$ cat src/rtl/sqrt_core.sv
// Double-precision square-root core: classifies the operand, halves the biased
// exponent and produces a truncated 53-bit root one bit per cycle.

// One restoring step: bring down two radicand bits, try subtracting 4q+1.
module sqrt_step #(
  parameter int M_SIZE = 53,
  parameter int R_W    = M_SIZE + 2
) (
  input  logic [R_W-1:0]    rem,
  input  logic [1:0]        pair,
  input  logic [M_SIZE-1:0] root,
  output logic [R_W-1:0]    rem_nxt,
  output logic [M_SIZE-1:0] root_nxt
);
  logic [R_W-1:0] rem_sh, trial;
  logic           ge;
  logic           unused_bits;

  // The remainder never exceeds 2q, so its top two bits are always clear here
  // and the root's MSB is still zero until the final step completes.
  assign rem_sh      = {rem[R_W-3:0], pair};
  assign trial       = {root[R_W-3:0], 2'b01};
  assign ge          = (rem_sh >= trial);
  assign rem_nxt     = ge ? (rem_sh - trial) : rem_sh;
  assign root_nxt    = {root[M_SIZE-2:0], ge};
  assign unused_bits = ^{rem[R_W-1:R_W-2], root[M_SIZE-1]};
endmodule

module sqrt_core #(
  parameter int M_SIZE   = 53,
  parameter int EXP_SIZE = 11,
  parameter int BIAS     = 1023
) (
  input  logic                clk,
  input  logic                rst_n,
  input  logic                in_valid,
  output logic                in_ready,
  input  logic                in_sign,
  input  logic [EXP_SIZE-1:0] in_exp,
  input  logic [M_SIZE-1:0]   in_mantisa,
  output logic                out_valid,
  input  logic                out_ready,
  output logic [M_SIZE-1:0]   out_mantisa,
  output logic [EXP_SIZE-1:0] out_exp,
  output logic [2:0]          out_flags
);
  localparam int RAD_W = 2 * M_SIZE;
  localparam int REM_W = M_SIZE + 2;

  typedef enum logic [1:0] {IDLE, CALC, DONE} state_t;

  state_t              state;
  logic [RAD_W-1:0]    rad;
  logic [REM_W-1:0]    rem, rem_nxt;
  logic [M_SIZE-1:0]   root, root_nxt;
  logic [5:0]          cnt;
  logic [EXP_SIZE-1:0] exp_q;

  logic                exp_max, exp_zero, frac_nz, special;
  logic [2:0]          spec_flags;
  logic [EXP_SIZE:0]   exp_sum;
  logic                unused_lsb;

  sqrt_step #(.M_SIZE(M_SIZE), .R_W(REM_W)) u_step (
    .rem      (rem),
    .pair     (rad[RAD_W-1 -: 2]),
    .root     (root),
    .rem_nxt  (rem_nxt),
    .root_nxt (root_nxt)
  );

  // (E + BIAS) >> 1 halves the unbiased exponent for either parity; the odd
  // case's missing factor of two is folded into the radicand alignment.
  assign exp_sum    = {1'b0, in_exp} + (EXP_SIZE+1)'(BIAS);
  assign unused_lsb = exp_sum[0];

  always_comb begin
    exp_max    = &in_exp;
    exp_zero   = ~|in_exp;
    frac_nz    = |in_mantisa[M_SIZE-2:0];
    special    = 1'b1;
    spec_flags = 3'b100;
    if (exp_max && frac_nz)       spec_flags = 3'b011;
    else if (exp_zero && !frac_nz) spec_flags = 3'b001;
    else if (in_sign)             spec_flags = 3'b111;
    else if (exp_max)             spec_flags = 3'b010;
    else if (exp_zero)            spec_flags = 3'b000;
    else                          special    = 1'b0;
  end

  always_ff @(posedge clk or negedge rst_n) begin
    if (!rst_n) begin
      state       <= IDLE;
      in_ready    <= 1'b1;
      out_valid   <= 1'b0;
      out_mantisa <= '0;
      out_exp     <= '0;
      out_flags   <= '0;
      rad         <= '0;
      rem         <= '0;
      root        <= '0;
      cnt         <= '0;
      exp_q       <= '0;
    end else begin
      case (state)
        IDLE: if (in_valid) begin
          in_ready <= 1'b0;
          if (special) begin
            state       <= DONE;
            out_valid   <= 1'b1;
            out_mantisa <= '0;
            out_exp     <= '0;
            out_flags   <= spec_flags;
          end else begin
            state <= CALC;
            cnt   <= 6'(M_SIZE - 1);
            rem   <= '0;
            root  <= '0;
            exp_q <= exp_sum[EXP_SIZE:1];
            rad   <= in_exp[0] ? {1'b0, in_mantisa, {(M_SIZE-1){1'b0}}}
                               : {in_mantisa, {M_SIZE{1'b0}}};
          end
        end
        CALC: begin
          rad  <= {rad[RAD_W-3:0], 2'b00};
          rem  <= rem_nxt;
          root <= root_nxt;
          cnt  <= cnt - 6'd1;
          if (cnt == 6'd0) begin
            state       <= DONE;
            out_valid   <= 1'b1;
            out_mantisa <= root_nxt;
            out_exp     <= exp_q;
            out_flags   <= 3'b100;
          end
        end
        DONE: if (out_ready) begin
          state     <= IDLE;
          out_valid <= 1'b0;
          in_ready  <= 1'b1;
        end
        default: state <= IDLE;
      endcase
    end
  end
endmodule

$ cat config.mk
export PLATFORM = sky130hd
export DESIGN_NAME = sqrt_core
export DESIGN_NICKNAME = d
export VERILOG_FILES = /design/src/rtl/sqrt_core.sv
export SDC_FILE = /design/constraint.sdc
export NUM_CORES = 1
export LEC_CHECK = 0
export CAP_MARGIN = 0
export CORE_MARGIN = 4
export CORE_UTILIZATION = 25
export DETAILED_ROUTE_END_ITERATION = 10
export HOLD_SLACK_MARGIN = 0.02
export SYNTH_ARGS = -nofsm -noshare
export SYNTH_HDL_FRONTEND = slang
export SYNTH_SLANG_ARGS = --single-unit
$ cat constraint.sdc
create_clock -name clk -period 3.3 [get_ports clk]
set_input_delay 0.825 -clock clk [delete_from_list [all_inputs] [get_ports clk]]
set_output_delay 0.825 -clock clk [all_outputs]
set_load 0.02 [all_outputs]
Yosys cells after proc, flatten, opt, wreduce, memory -nomap -nowiden --
Index checks and enable logic that the tools add are counted.
Cells by class: add/subtract/negate cells 3, magnitude comparators 1, equality and inequality tests 7, muxes and demuxes 49, bitwise operators 1, reduce and logical (&&, ||, !) cells 18
Operators by type and width (count):
- $mux W53 | 8
- $mux W106 | 3
- $pmux W53 S2 | 3
- $pmux W106 S2 | 1
- $ge A55 B55 Y1 | 1
- $sub A53 B53 Y53 | 1
- $reduce_or A52 Y1 | 1
- $mux W11 | 3
- $mux W3 | 8
- $pmux W11 S2 | 1
- $add A11 B10 Y12 const B | 1
- $mux W6 | 2
- $pmux W6 S2 | 1
- $reduce_and A3 Y1 | 4
- $mux W1 | 11
- $reduce_and A11 Y1 | 1
- $reduce_or A11 Y1 | 1
- $ne A2 B2 Y1 const B | 5
- $mux W2 | 4
- $logic_not A6 Y1 | 1
- $pmux W2 S3 | 1
- $pmux W3 S2 | 1
- $sub A6 B1 Y6 const B | 1
- $reduce_and A5 Y1 | 1
- 11 further kinds | 14
Storage, ports and cells: register bits 300, bits of input ports 69, output and inout port bits 69, word-level logic and storage cells 90

Depth between registers and ports, before layout --
depth after elaboration 9, gate-level depth with buffers 15, gate-level depth less buffers 12

By module --
From an unflattened synthesis, not the netlist that was laid out.
Unflattened totals: cell total of the unflattened synthesis 1703, area, all modules 15597.5 µm²
Modules (own cells, without submodules):
- sqrt_core | instances 1, cells each 971, area each 10940.5 µm², seq. area each 6257.3 µm²
- sqrt_step | instances 1, cells each 732, area each 4657.0 µm², seq. area each 0.0 µm²

Worst setup path after synthesis --
Ideal clock, no wire load.
path type input to register, from in in_exp[0], to reg cnt[5], setup time 0.133 ns, data arrival time 3.131 ns, required time 3.167 ns, setup slack 0.037 ns, stages on the path 13, path buffers 3, path through clkbuf_1 clkbuf_1 inv_1 ha_1 nand3b_1 nor2_2 nor3_1 a21oi_1 or2_2 buf_4 nor4_1 xnor2_1 nand2_1
On the way: cells in the longest elaborated chain, start to end 8, elaborated cells on any way between the ends 12, classes of those cells eq/ne (1); mux (5); reduce/logical (6)
RTL lines:
- from (decl) | line 39 | input logic [EXP_SIZE-1:0] in_exp,
- $reduce_or A11 Y1 | line 79 | exp_zero = ~|in_exp;
- $mux W1 | line 87 | else if (exp_zero) spec_flags = 3'b000;
- $mux W1 | line 86 | else if (exp_max) spec_flags = 3'b010;
- $mux W1 | line 85 | else if (in_sign) spec_flags = 3'b111;
- $mux W1 | line 84 | else if (exp_zero && !frac_nz) spec_flags = 3'b001;
- $mux W1 (*) | line 83 | if (exp_max && frac_nz) spec_flags = 3'b011;
- $ne A2 B2 Y1 (no source line) (*)
- $reduce_and A3 Y1 (no source line) (*)
- to (signal assigned) | line 116 | cnt <= 6'(M_SIZE - 1);
- to (signal assigned) | line 128 | cnt <= cnt - 6'd1;
- to (decl) | line 56 | logic [5:0] cnt;
Mark *: on every way between the ends. The rest lies on a longest branch, timed or not. A chain may end at the register's enable or synchronous reset.

Final worst setup path --
from reg rem[16], to reg rem[49]
On the way: cells in the longest elaborated chain, start to end 3, elaborated cells on any way between the ends 4, classes of those cells add/sub (1); order compare (1); mux (2)
RTL lines:
- from (decl) | line 54 | logic [REM_W-1:0] rem, rem_nxt;
- from (signal assigned) | line 126 | rem <= rem_nxt;
- $sub A53 B53 Y53 or $ge A55 B55 Y1 (tied branches) | line 24, 23
- $mux W53 (*) | line 24 | assign rem_nxt = ge ? (rem_sh - trial) : rem_sh;
- $pmux W53 S2 (*) | line 105 | case (state)
Marks and branches as above.

==> results.ini <==
[logic_synthesis]
syn-num-nets=1737
synth-seq-cells=248
yosysSeqAreaShare_pct=44.5
yosysUniqueCellTypes=66
netlist_instances=1609
synthSimpleGateAreaFrac_pct=14.6
synthAdderAreaFrac_pct=5.29
synth-compound-area-share_pct=22.1
synth_mux_area_share_pct=4.45
synth_edf_count=0
avgSynthCellArea_sq_um=8.68
synth-main-ff-cell=dfrtp_1
synth_area_sq_um=14000
yosys_warnings=0
synth_top_family_by_area=compound AO/OA/AOI/OAI gates
async_flop_share_pct=100
synth_xor_xnor_area_share_pct=3.70

[worst_setup_path]
critPathMaxFanout=6
crit_end=rem[49]
critPathRequiredTime_ns=3.75
end_kind=flip-flop
r2r-end=rem[49]
startpoint_type=flip-flop
crit_buf_inv=2
crit_arrival_ns=3.59
crit_family=compound AO/OA/AOI/OAI gates
cp_slowest_cell=dfrtp_1
crit_start=rem[16]
max_stage_delay_ns=0.39
cp_common_cell=buf_4
r2r_start=rem[16]
reg2reg_slack_ns=0.16
cp.depth=13
r2r_cells=13
crit_type=reg2reg
worstPathCellList=ha_1 -> a21oi_2 -> o21ai_0 -> a221o_1 -> a31oi_1 -> o41ai_2 -> buf_4 -> a21oi_4 -> o31ai_2 -> buf_4 -> a211oi_1 -> mux2i_1 -> nand2_1

[floorplan]
row_count=86
die_w_microns=244
fp.dieH_microns=244
fp.dieArea_sq_um=59700
start_util_pct=25.3
ioPinCount=138
coreArea_sq_um=55200

[global_routing]
grt_max_degree=90
track_usage_pct=12.5
grt_pass1_wl_mm=62.8
grt.overflow.total=0
grt_pass1_vias=11900
grt_antenna_before_repair=0

[layout]
finalInstanceArea_sq_um=17900
drive_gt1_share_pct=9.89
layout_commonest_cell=nand2_1
final_cells=2537
final_util_pct=32.4
areaGrowthSynthToFinish_pct=28.1
final_nets=1896
n_antenna_cell=0
layout_common_cells=nand2_1 (310), dfrtp_1 (247), o21ai_0 (241), clkdlybuf4s50_1 (135), a21oi_1 (92)

[routing]
drcViolationCount=0
ant_nets=0
vias_per_cell=4.74
wl_per_cell_microns=15.2
routed_wl_mm=38.6
dr.pass1.iters=5
initialDrtViolationCount=797
vias=12000

[timing]
hold_violations=0
fin_ws_ns=0.160
worst_clock_skew_ns=0.0132
fin_crit_ns=3.14
setup_viol_count_final=0
maxSlewHeadroom_pct=48.0
finalCritPeriodShare_pct=95.1
worst_slew_pin_slew_ns=0.780
clock.fmax_mhz=319
drv_slew=0
fin_tns_setup_ns=0

[pwr]
p_sw_share_pct=44.2
p_int_mw=10.9
p_seq_share_pct=24.3
pwr-share-clk_pct=16.4
ir_drop_mv=0.544
power.density_nw_per_um2=1090
p_comb_share_pct=59.4
leakagePower_nw=7.71
switching_power_mw=8.62

[clock_tree]
clk_pin_slew_ns=0.06
postCtsHoldBufs=0
cts_root_buffer=clkbuf_16
cts_tree=built
h-tree-depth=1
ctsResizeCount=0
cts_buffers=28
clk_latency_ns=0.57
clock-sinks=248
post-cts-setup-buffers=0
clk_path_buf_depth=3

[place]
post-place-ws_ns=-0.0522
io_buffers=137
gp_congestion=0.877
placed_area_sq_um=16800
dp_hpwl_mm=28.6
numPlacedInstances=2486

[worst_hold_path]
holdCritPathClass=in2async

[flow_run]
maxCapViolations=0

[outcome]
outcome=finished clean

-- through the flow --
stage               total power, mW  hold slack [ns]
finish                         19.5            0.126
global route                   21.2            0.128
CTS                            19.4            0.108
detailed placement             16.1            0.465
global placement               15.9            0.456
floorplan                      12.5            0.445
-- power groups by stage --
stage	clock, mW	combinational [mW]	sequential [mW]
3_5_place_dp	0	11.3	4.76
5_1_grt	3.42	13.0	4.86
3_3_place_gp	0	11.1	4.73
2_1_floorplan	0	7.72	4.78
6_report	3.19	11.6	4.73
4_1_cts	3.28	11.4	4.72
-- cell usage after synthesis, drive strengths merged, types with 3 or more instances --
master / n / area [sq um]
inv: 77 / 289
xnor2: 37 / 324
o21a: 6 / 45.0
o211ai: 5 / 37.5
a211oi: 5 / 42.5
o21ai: 264 / 1330
a21oi: 95 / 479
nand2b: 8 / 57.6
nor3: 13 / 65.1
and2: 3 / 18.8
and4: 4 / 35.0
and3: 10 / 62.6
o31ai: 36 / 275
xor2: 22 / 193
a21boi: 3 / 22.5
a32oi: 20 / 175
buf: 31 / 180
nor2b: 3 / 18.8
o22ai: 33 / 206
dfrtp: 247 / 6180
ha: 59 / 738
mux2i: 61 / 611
nand2: 310 / 1160
nor4: 20 / 131
a31oi: 8 / 50.1
a21o: 24 / 180
nand3: 16 / 80.1
o21bai: 8 / 60.1
clkbuf: 72 / 273
nand4: 14 / 87.6
nor2: 65 / 246
-- logic make-up after synthesis --
family,count (synthesis)
flops,248
simple gates,476
compound gates,525
buf+inv,180
fa+ha+maj,59
mux,62
xor+xnor,59
-- registers in the layout (all words and copies together) (netlist names), 2 cells and up --
signal       cells
rad             54
out_mantisa     53
rem             53
root            53
exp_q           11
out_exp         11
cnt              6
out_flags        3
state            2
-- worst reg2reg max path, cell delays in order, from the launching register on --
cell	delay, ns
dfrtp_1	0.39
ha_1	0.39
a21oi_2	0.21
o21ai_0	0.16
a221o_1	0.37
a31oi_1	0.20
o41ai_2	0.11
buf_4	0.17
a21oi_4	0.19
o31ai_2	0.09
buf_4	0.16
a211oi_1	0.25
mux2i_1	0.25
nand2_1	0.06
-- worst min path at each step --
stage	end	start	cells after the start	slack, ns
finish	out_mantisa[10]	rst_n	1	0.13
global route	out_mantisa[10]	rst_n	1	0.13
CTS	rem[5]	rst_n	1	0.11
detailed placement	rad[72]	rad[72]	2	0.46
global placement	rad[72]	rad[72]	2	0.46
floorplan	rad[100]	rad[100]	2	0.44
-- final cells by class --
cell class / instances / area (sq um)
Inverter: 77 / 289
Clock inverter: 7 / 121
Sequential cell: 248 / 6210
Fill cell: 5687 / 37300
Multi-Input combinational cell: 1181 / 7190
Tap cell: 748 / 936
Timing Repair Buffer: 232 / 2310
Clock buffer: 44 / 831
-- layer usage --
| layer | routed length [microns] | vias to the layer above | track usage, % |
|---|---|---|---|
| li1 | - | 5981 | - |
| met1 | 17200 | 5790 | 16.5 |
| met2 | 18900 | 210 | 21.4 |
| met3 | 1640 | 55 | 1.91 |
| met4 | 810 | 0 | 3.32 |
| met5 | 0 | - | 0 |
(Power assumes the default switching activity.)
